--- src/rtl/run_control_pkg.sv ---
// Shared definitions for the run controller: state encodings and default widths.
package run_control_pkg;

    typedef enum logic [1:0] {
        ST_HALT  = 2'b00,
        ST_RUN   = 2'b01,
        ST_STEP  = 2'b10,
        ST_BREAK = 2'b11
    } run_state_t;

    localparam int PC_W_DEF  = 12;
    localparam int CNT_W_DEF = 16;

endpackage

--- src/rtl/run_control_if.sv ---
// Debug/front-panel command bundle plus the controller's status outputs.
interface run_control_if
    import run_control_pkg::*;
#(
    parameter int PC_W  = PC_W_DEF,
    parameter int CNT_W = CNT_W_DEF
);
    logic             cmd_run;
    logic             cmd_halt;
    logic             cmd_step;
    logic             cmd_clr;
    logic             p;
    logic [PC_W-1:0]  pc;
    logic             bp_en;
    logic [PC_W-1:0]  bp_addr;
    logic             cpu_en;
    logic [1:0]       state;
    logic             halted;
    logic             bp_hit;
    logic [CNT_W-1:0] instr_count;

    modport master (
        output cmd_run, cmd_halt, cmd_step, cmd_clr, p, pc, bp_en, bp_addr,
        input  cpu_en, state, halted, bp_hit, instr_count
    );

    modport slave (
        input  cmd_run, cmd_halt, cmd_step, cmd_clr, p, pc, bp_en, bp_addr,
        output cpu_en, state, halted, bp_hit, instr_count
    );
endinterface

--- src/rtl/run_control_instr_counter.sv ---
// Retired-instruction up-counter; clear takes priority over increment, wraps at all-ones.
module instr_counter #(
    parameter int CNT_W = 16
) (
    input  logic             clk,
    input  logic             reset,
    input  logic             inc,
    input  logic             clr,
    output logic [CNT_W-1:0] count
);

    always_ff @(posedge clk) begin
        if (!reset) begin
            count <= '0;
        end else if (clr) begin
            count <= '0;
        end else if (inc) begin
            count <= count + CNT_W'(1);
        end
    end

endmodule

--- src/rtl/run_control.sv ---
// Execution controller: run/halt/step sequencing, PC breakpoint and retire counting
// by gating the shared clock-enable of the PC, phase flip-flop and flags.
//
// state    | meaning
// ---------+--------------------------------------------------------------
// ST_HALT  | stopped at a fetch boundary by command
// ST_RUN   | free running; halts at next boundary or breaks on pc match
// ST_STEP  | one fetch + one execute, then back to HALT
// ST_BREAK | stopped in front of the breakpoint instruction
module run_control
    import run_control_pkg::*;
#(
    parameter int PC_W         = PC_W_DEF,
    parameter int CNT_W        = CNT_W_DEF,
    parameter bit RUN_ON_RESET = 1'b1
) (
    input  logic          clk,
    input  logic          reset,
    run_control_if.slave  bus
);

    run_state_t      state_q, state_d;
    logic            halt_pend_q, halt_pend_d;
    logic            skip_bp_q, skip_bp_d;
    logic            bp_hit_q, bp_hit_d;
    logic            bp_block;
    logic            cpu_en;
    logic            boundary;
    logic [PC_W-1:0] pc_cur;
    logic [PC_W-1:0] bp_cur;

    assign pc_cur = bus.pc;
    assign bp_cur = bus.bp_addr;

    // Blocking only on a fetch keeps HALT/BREAK entry aligned to p=0.
    assign bp_block = !bus.p && bus.bp_en && (pc_cur == bp_cur) && !skip_bp_q;
    assign cpu_en   = ((state_q == ST_RUN) && !bp_block) || (state_q == ST_STEP);
    assign boundary = bus.p && cpu_en;

    always_comb begin
        state_d     = state_q;
        halt_pend_d = halt_pend_q;
        skip_bp_d   = skip_bp_q;
        bp_hit_d    = 1'b0;
        case (state_q)
            ST_HALT: begin
                if (bus.cmd_step) begin
                    state_d = ST_STEP;
                end else if (bus.cmd_run) begin
                    state_d = ST_RUN;
                end
            end
            ST_RUN: begin
                if (bp_block) begin
                    state_d     = ST_BREAK;
                    bp_hit_d    = 1'b1;
                    halt_pend_d = 1'b0;
                end else if (boundary && (halt_pend_q || bus.cmd_halt)) begin
                    state_d     = ST_HALT;
                    halt_pend_d = 1'b0;
                end else if (bus.cmd_halt) begin
                    halt_pend_d = 1'b1;
                end
                if (!bus.p && cpu_en) begin
                    skip_bp_d = 1'b0;
                end
            end
            ST_STEP: begin
                if (boundary) begin
                    state_d = ST_HALT;
                end
            end
            ST_BREAK: begin
                if (bus.cmd_halt) begin
                    state_d = ST_HALT;
                end else if (bus.cmd_step) begin
                    state_d = ST_STEP;
                end else if (bus.cmd_run) begin
                    // Let the instruction at bp_addr be fetched once before re-arming.
                    state_d   = ST_RUN;
                    skip_bp_d = 1'b1;
                end
            end
            default: begin
                state_d = ST_HALT;
            end
        endcase
    end

    always_ff @(posedge clk) begin
        if (!reset) begin
            state_q     <= RUN_ON_RESET ? ST_RUN : ST_HALT;
            halt_pend_q <= 1'b0;
            skip_bp_q   <= 1'b0;
            bp_hit_q    <= 1'b0;
        end else begin
            state_q     <= state_d;
            halt_pend_q <= halt_pend_d;
            skip_bp_q   <= skip_bp_d;
            bp_hit_q    <= bp_hit_d;
        end
    end

    instr_counter #(
        .CNT_W (CNT_W)
    ) u_instr_counter (
        .clk   (clk),
        .reset (reset),
        .inc   (boundary),
        .clr   (bus.cmd_clr),
        .count (bus.instr_count)
    );

    assign bus.cpu_en = cpu_en;
    assign bus.state  = state_q;
    assign bus.halted = (state_q == ST_HALT) || (state_q == ST_BREAK);
    assign bus.bp_hit = bp_hit_q;

endmodule

--- src/flat_wrapper.sv ---
// flat-port wrapper written by rule: the top's interface ports become plain ports
module run_control_flat import run_control_pkg::*;
#(
    parameter int PC_W         = PC_W_DEF,
    parameter int CNT_W        = CNT_W_DEF,
    parameter bit RUN_ON_RESET = 1'b1
)
  (clk, reset, bus_cmd_run, bus_cmd_halt, bus_cmd_step, bus_cmd_clr, bus_p, bus_pc, bus_bp_en, bus_bp_addr, bus_cpu_en, bus_state, bus_halted, bus_bp_hit, bus_instr_count);
  run_control_if #(.PC_W(PC_W), .CNT_W(CNT_W)) bus_i ();
  input  logic clk;
  input  logic reset;
  input wire logic [$bits(bus_i.cmd_run)-1:0] bus_cmd_run;
  input wire logic [$bits(bus_i.cmd_halt)-1:0] bus_cmd_halt;
  input wire logic [$bits(bus_i.cmd_step)-1:0] bus_cmd_step;
  input wire logic [$bits(bus_i.cmd_clr)-1:0] bus_cmd_clr;
  input wire logic [$bits(bus_i.p)-1:0] bus_p;
  input wire logic [$bits(bus_i.pc)-1:0] bus_pc;
  input wire logic [$bits(bus_i.bp_en)-1:0] bus_bp_en;
  input wire logic [$bits(bus_i.bp_addr)-1:0] bus_bp_addr;
  output wire logic [$bits(bus_i.cpu_en)-1:0] bus_cpu_en;
  output wire logic [$bits(bus_i.state)-1:0] bus_state;
  output wire logic [$bits(bus_i.halted)-1:0] bus_halted;
  output wire logic [$bits(bus_i.bp_hit)-1:0] bus_bp_hit;
  output wire logic [$bits(bus_i.instr_count)-1:0] bus_instr_count;
  assign bus_i.cmd_run = bus_cmd_run;
  assign bus_i.cmd_halt = bus_cmd_halt;
  assign bus_i.cmd_step = bus_cmd_step;
  assign bus_i.cmd_clr = bus_cmd_clr;
  assign bus_i.p = bus_p;
  assign bus_i.pc = bus_pc;
  assign bus_i.bp_en = bus_bp_en;
  assign bus_i.bp_addr = bus_bp_addr;
  assign bus_cpu_en = bus_i.cpu_en;
  assign bus_state = bus_i.state;
  assign bus_halted = bus_i.halted;
  assign bus_bp_hit = bus_i.bp_hit;
  assign bus_instr_count = bus_i.instr_count;
  run_control #(.PC_W(PC_W), .CNT_W(CNT_W), .RUN_ON_RESET(RUN_ON_RESET)) u_core (.clk(clk), .reset(reset), .bus(bus_i));
endmodule
--- config.mk ---
export PLATFORM = sky130hd
export DESIGN_NAME = run_control_flat
export DESIGN_NICKNAME = d
export VERILOG_FILES = /design/src/rtl/run_control_pkg.sv /design/src/rtl/run_control_if.sv /design/src/rtl/run_control_instr_counter.sv /design/src/rtl/run_control.sv /design/src/flat_wrapper.sv
export SDC_FILE = /design/constraint.sdc
export NUM_CORES = 1
export LEC_CHECK = 0
export ABC_CLOCK_PERIOD_IN_PS = 2300
export CAP_MARGIN = 0
export CORE_MARGIN = 2
export CORE_UTILIZATION = 41
export CTS_CLUSTER_SIZE = 28
export DETAILED_ROUTE_END_ITERATION = 8
export PLACE_DENSITY = 0.78
export SLEW_MARGIN = 20
export SYNTH_ARGS = -nofsm -noshare
export SYNTH_HDL_FRONTEND = slang
export SYNTH_SLANG_ARGS = --single-unit
--- constraint.sdc ---
create_clock -name clk -period 2.3 [get_ports clk]
set_clock_uncertainty 0.1 [all_clocks]
set_input_delay 0.575 -clock clk [delete_from_list [all_inputs] [get_ports clk]]
set_output_delay 0.575 -clock clk [all_outputs]
set_load 0.005 [all_outputs]
==> flow_summary_export.csv <==
group,metric,value,unit
layout,final_layout_size_suffix_gt1_frac,0.251,
clock_network,cts_tree,"built",
sta,tightestPinTransition,0.608,ns
clock_network,insertion_delay,0.30,ns
detailed_routing,ant_nets,0,
pwr,powerDensity,466,nW/um^2
setup_path,crit_start,"bus_bp_addr[9]",
clock_network,cts_max_path_buffers,2,
clock_network,clkTransAtPathRegs,0.12,ns
synth,synth_top_area_cell,"dfxtp_1",
detailed_routing,drt_wl_total,3190,um
pwr,combinationalPowerShare,0.366,
layout,diodes,0,
run_status,status,"complete, but fails checks",
pwr,power_frac_seq,0.437,
run_status,violations,"negative setup slack",
synth,yosysSeqAreaShare,0.347,
setup_path,cp_max_fo,2,
global_routing,grt_max_degree,17,
layout,fillers,231,
place,gp_congestion,0.851,
sta,finalSetupViolCount,1,
setup_path,slowest_delay,0.33,ns
detailed_routing,post_drt_via_cell_ratio,5.09,
setup_path,timing.critical_path.buf_inv,2,
sta,fin_ws,-0.0593,ns
detailed_routing,drc_errors,0,
detailed_routing,drt-initial-drc-count,24,
die,core-area,2780,um^2
global_routing,grt_pass1_wl,5130,um
place,numPortBuffers,52,
sta,rsz0062_at_grt,"yes",
sta,slew_viol_final,0,
die,start_util,0.435,
setup_path,crit_required,1.62,ns
die,die_w,58.3,um
pwr,p_leak,0.000803,uW
setup_path,r2r_start,"u_core.bus.state[0]$_SDFFE_PN1P_",
hold_path,hp-class,"reg -> reg",
synth,syn-num-nets,183,
layout,nets,253,
synth,synth_ff_type,"dfxtp_1",
die,rows,19,
clock_network,htree_levels,1,
setup_path,startpoint_type,"input pin",
sta,slew_headroom,0.595,
synth,ys_top_cells_by_area,"dfxtp_1 35%, xor2_1 17%, nor2_1 7.4%",
sta,finalHoldViolCount,0,
pwr,power,906,uW
synth,synth_edf_count,0,
setup_path,crit_family,"simple AND/OR/NAND/NOR gates",
die,die_area,3400,um^2
setup_path,critical_path_arrival,1.68,ns
synth,synth_area_per_cell,8.29,um^2
synth,yosysTopAreaCellShare,0.347,
clock_network,cts_sinks,21,
setup_path,crit_chain,"buf_6 -> xor2_2 -> nor4_2 -> nand4_1 -> a21o_1 -> buf_2",
pwr,net-switching-power,280,uW
detailed_routing,vias,1251,
synth,synth_cell_types,32,
synth,syn_inst,146,
job,drv_cap,0,
pwr,max-vdd-ir-drop,0.000495,V
hold_path,hp-start,"u_core.bus.state[1]$_SDFFE_PN0P_",
global_routing,overflow,0,
layout,final_cell_area,1950,um^2
place,dp_hpwl,2430,um
detailed_routing,wl_per_cell,13.0,um
sta,min_period_over_period,1.03,
place,placedCellCount,236,
clock_network,root_buffer,"clkbuf_4",
synth,synthesis.area,1210,um^2
place,dpl_cell_area,1830,um^2
setup_path,worstSetupEndpointType,"output pin",
die,io-pin-count,53,
global_routing,antenna_found_initial,0,
global_routing,grt_pass1_vias,1233,
clock_network,ctsHoldBuffers,0,
die,die_y,58.3,um
setup_path,cp_slowest_cell,"nor4_2",
layout,final_cells,246,
sta,period_minus_slack,2.36,ns
sta,fmaxAchievable,424,MHz
clock_network,cts_made_buffers,3,
setup_path,worst-setup-path-type,"in -> out",
detailed_routing,dr.pass1.iters,4,
pwr,swShare,0.309,
synth,synthArstFlopShare,0,
global_routing,grt_usage,0.193,
layout,area_delta_synth_final,60.9,%
synth,synth.ff_latch_count,21,
pwr,p_int,627,uW
synth,ys_warn_count,0,
pwr,power_frac_clock,0.197,
==> power groups by stage <==
stage	Combinational, uW	Clock, uW	Sequential [uW]
floorplan	148	0	401
global placement	301	0	402
detailed placement	307	0	403
CTS	308	185	399
global route	362	203	398
finish	332	179	396
==> layout make-up <==
| type | instances | area, um^2 | share of cell area |
|---|---|---|---|
| multi-input cells | 113 | 831 | 0.427 |
| repair buffers | 68 | 591 | 0.303 |
| flip-flops and latches | 21 | 425 | 0.219 |
| well taps | 31 | 38.8 | 0.0199 |
| inverters | 9 | 33.8 | 0.0174 |
| clock buffers | 3 | 22.5 | 0.0116 |
| clock inverters | 1 | 5.00 | 0.00257 |
==> cells by family (layout without fill, tap and decap cells) <==
group | count (synthesis) | count (layout) | share of synthesized area
AND/OR/NAND/NOR | 65 | 65 | 0.273
XOR/XNOR | 26 | 26 | 0.188
AO/OA/AOI/OAI | 14 | 14 | 0.0765
multiplexers | 3 | 3 | 0.0248
flip-flops | 21 | 21 | 0.347
adder cells (fa/ha/maj) | 5 | 5 | 0.0517
buffers and inverters | 12 | 81 | 0.0383
==> layer usage <==
metal | vias up | global-route usage | share of wire
li1 | 622 | - | -
met1 | 579 | 0.223 | 0.43
met2 | 46 | 0.360 | 0.51
met3 | 4 | 0.0374 | 0.058
met4 | 0 | 0.0498 | 0.0082
met5 | - | 0 | 0
==> cells in the final DEF, fill, tap and decap left out, types with 5 or more instances in the layout <==
| cell type | n |
|---|---|
| nor2_1 | 24 |
| xor2_2 | 9 |
| nand2_1 | 9 |
| buf_4 | 16 |
| dfxtp_1 | 19 |
| nand4_1 | 5 |
| xor2_1 | 14 |
| buf_2 | 8 |
| nand3_1 | 7 |
| ha_1 | 5 |
| clkdlybuf4s15_1 | 6 |
| inv_1 | 9 |
| buf_6 | 5 |
| clkdlybuf4s50_1 | 24 |
==> flip-flops by register name (all words and copies together) (netlist names) <==
| name | cells |
|---|---|
| u_core.halt_pend_q | 1 |
| u_core.bus.state | 2 |
| u_core.skip_bp_q | 1 |
| u_core.bus.bp_hit | 1 |
| u_core.u_instr_counter.count | 16 |
==> worst reg2reg max path, delay by kind of cell (launching register included) <==
kind	cells	cell delay (ns)
xor gates and xnor gates	1	0.17
buffers and inverters	3	0.47
and+or+nand+nor	3	0.27
DFF	1	0.38
adders and majority gates	1	0.20
AOI/OAI and AO/OA	1	0.28
==> what timing repair did <==
action,4_1_cts,5_1_grt
pin swaps,19,8
resized for setup,89,10
endpoints found under the setup margin,2,2
setup buffers,3,3
==> synthesized netlist by cell type (4+ instances only) <==
master    n
nor3_1    4
nand4_1   5
a21oi_1   4
inv_1     9
nand2_1   9
nor4_1    4
ha_1      5
nand3_1   7
nor2_1   24
dfxtp_1  21
xor2_1   23
==> through the flow <==
stage          hold WS, ns  setup WS (ns)  setup TNS [ns]   util
5_1_grt              0.435         -0.116          -0.116  0.700
4_1_cts              0.408        -0.0322         -0.0322  0.685
6_report             0.407        -0.0593         -0.0593  0.700
3_3_place_gp         0.387         -0.756           -1.23  0.659
3_5_place_dp         0.403         -0.775           -1.39  0.659
2_1_floorplan        0.381          0.192               0      -
==> final timing paths <==
path                            slack (ns)                                      endpoint  cells past startpoint
worst max-delay path                 -0.06                                    bus_cpu_en                      6
worst min-delay path                  0.41              u_core.bus.state[1]$_SDFFE_PN0P_                      2
worst max register to register        0.30  u_core.u_instr_counter.count[5]$_SDFFE_PP0P_                      9
worst min register to register        0.41              u_core.bus.state[1]$_SDFFE_PN0P_                      2
No activity file was read; power rests on OpenSTA's default activity.
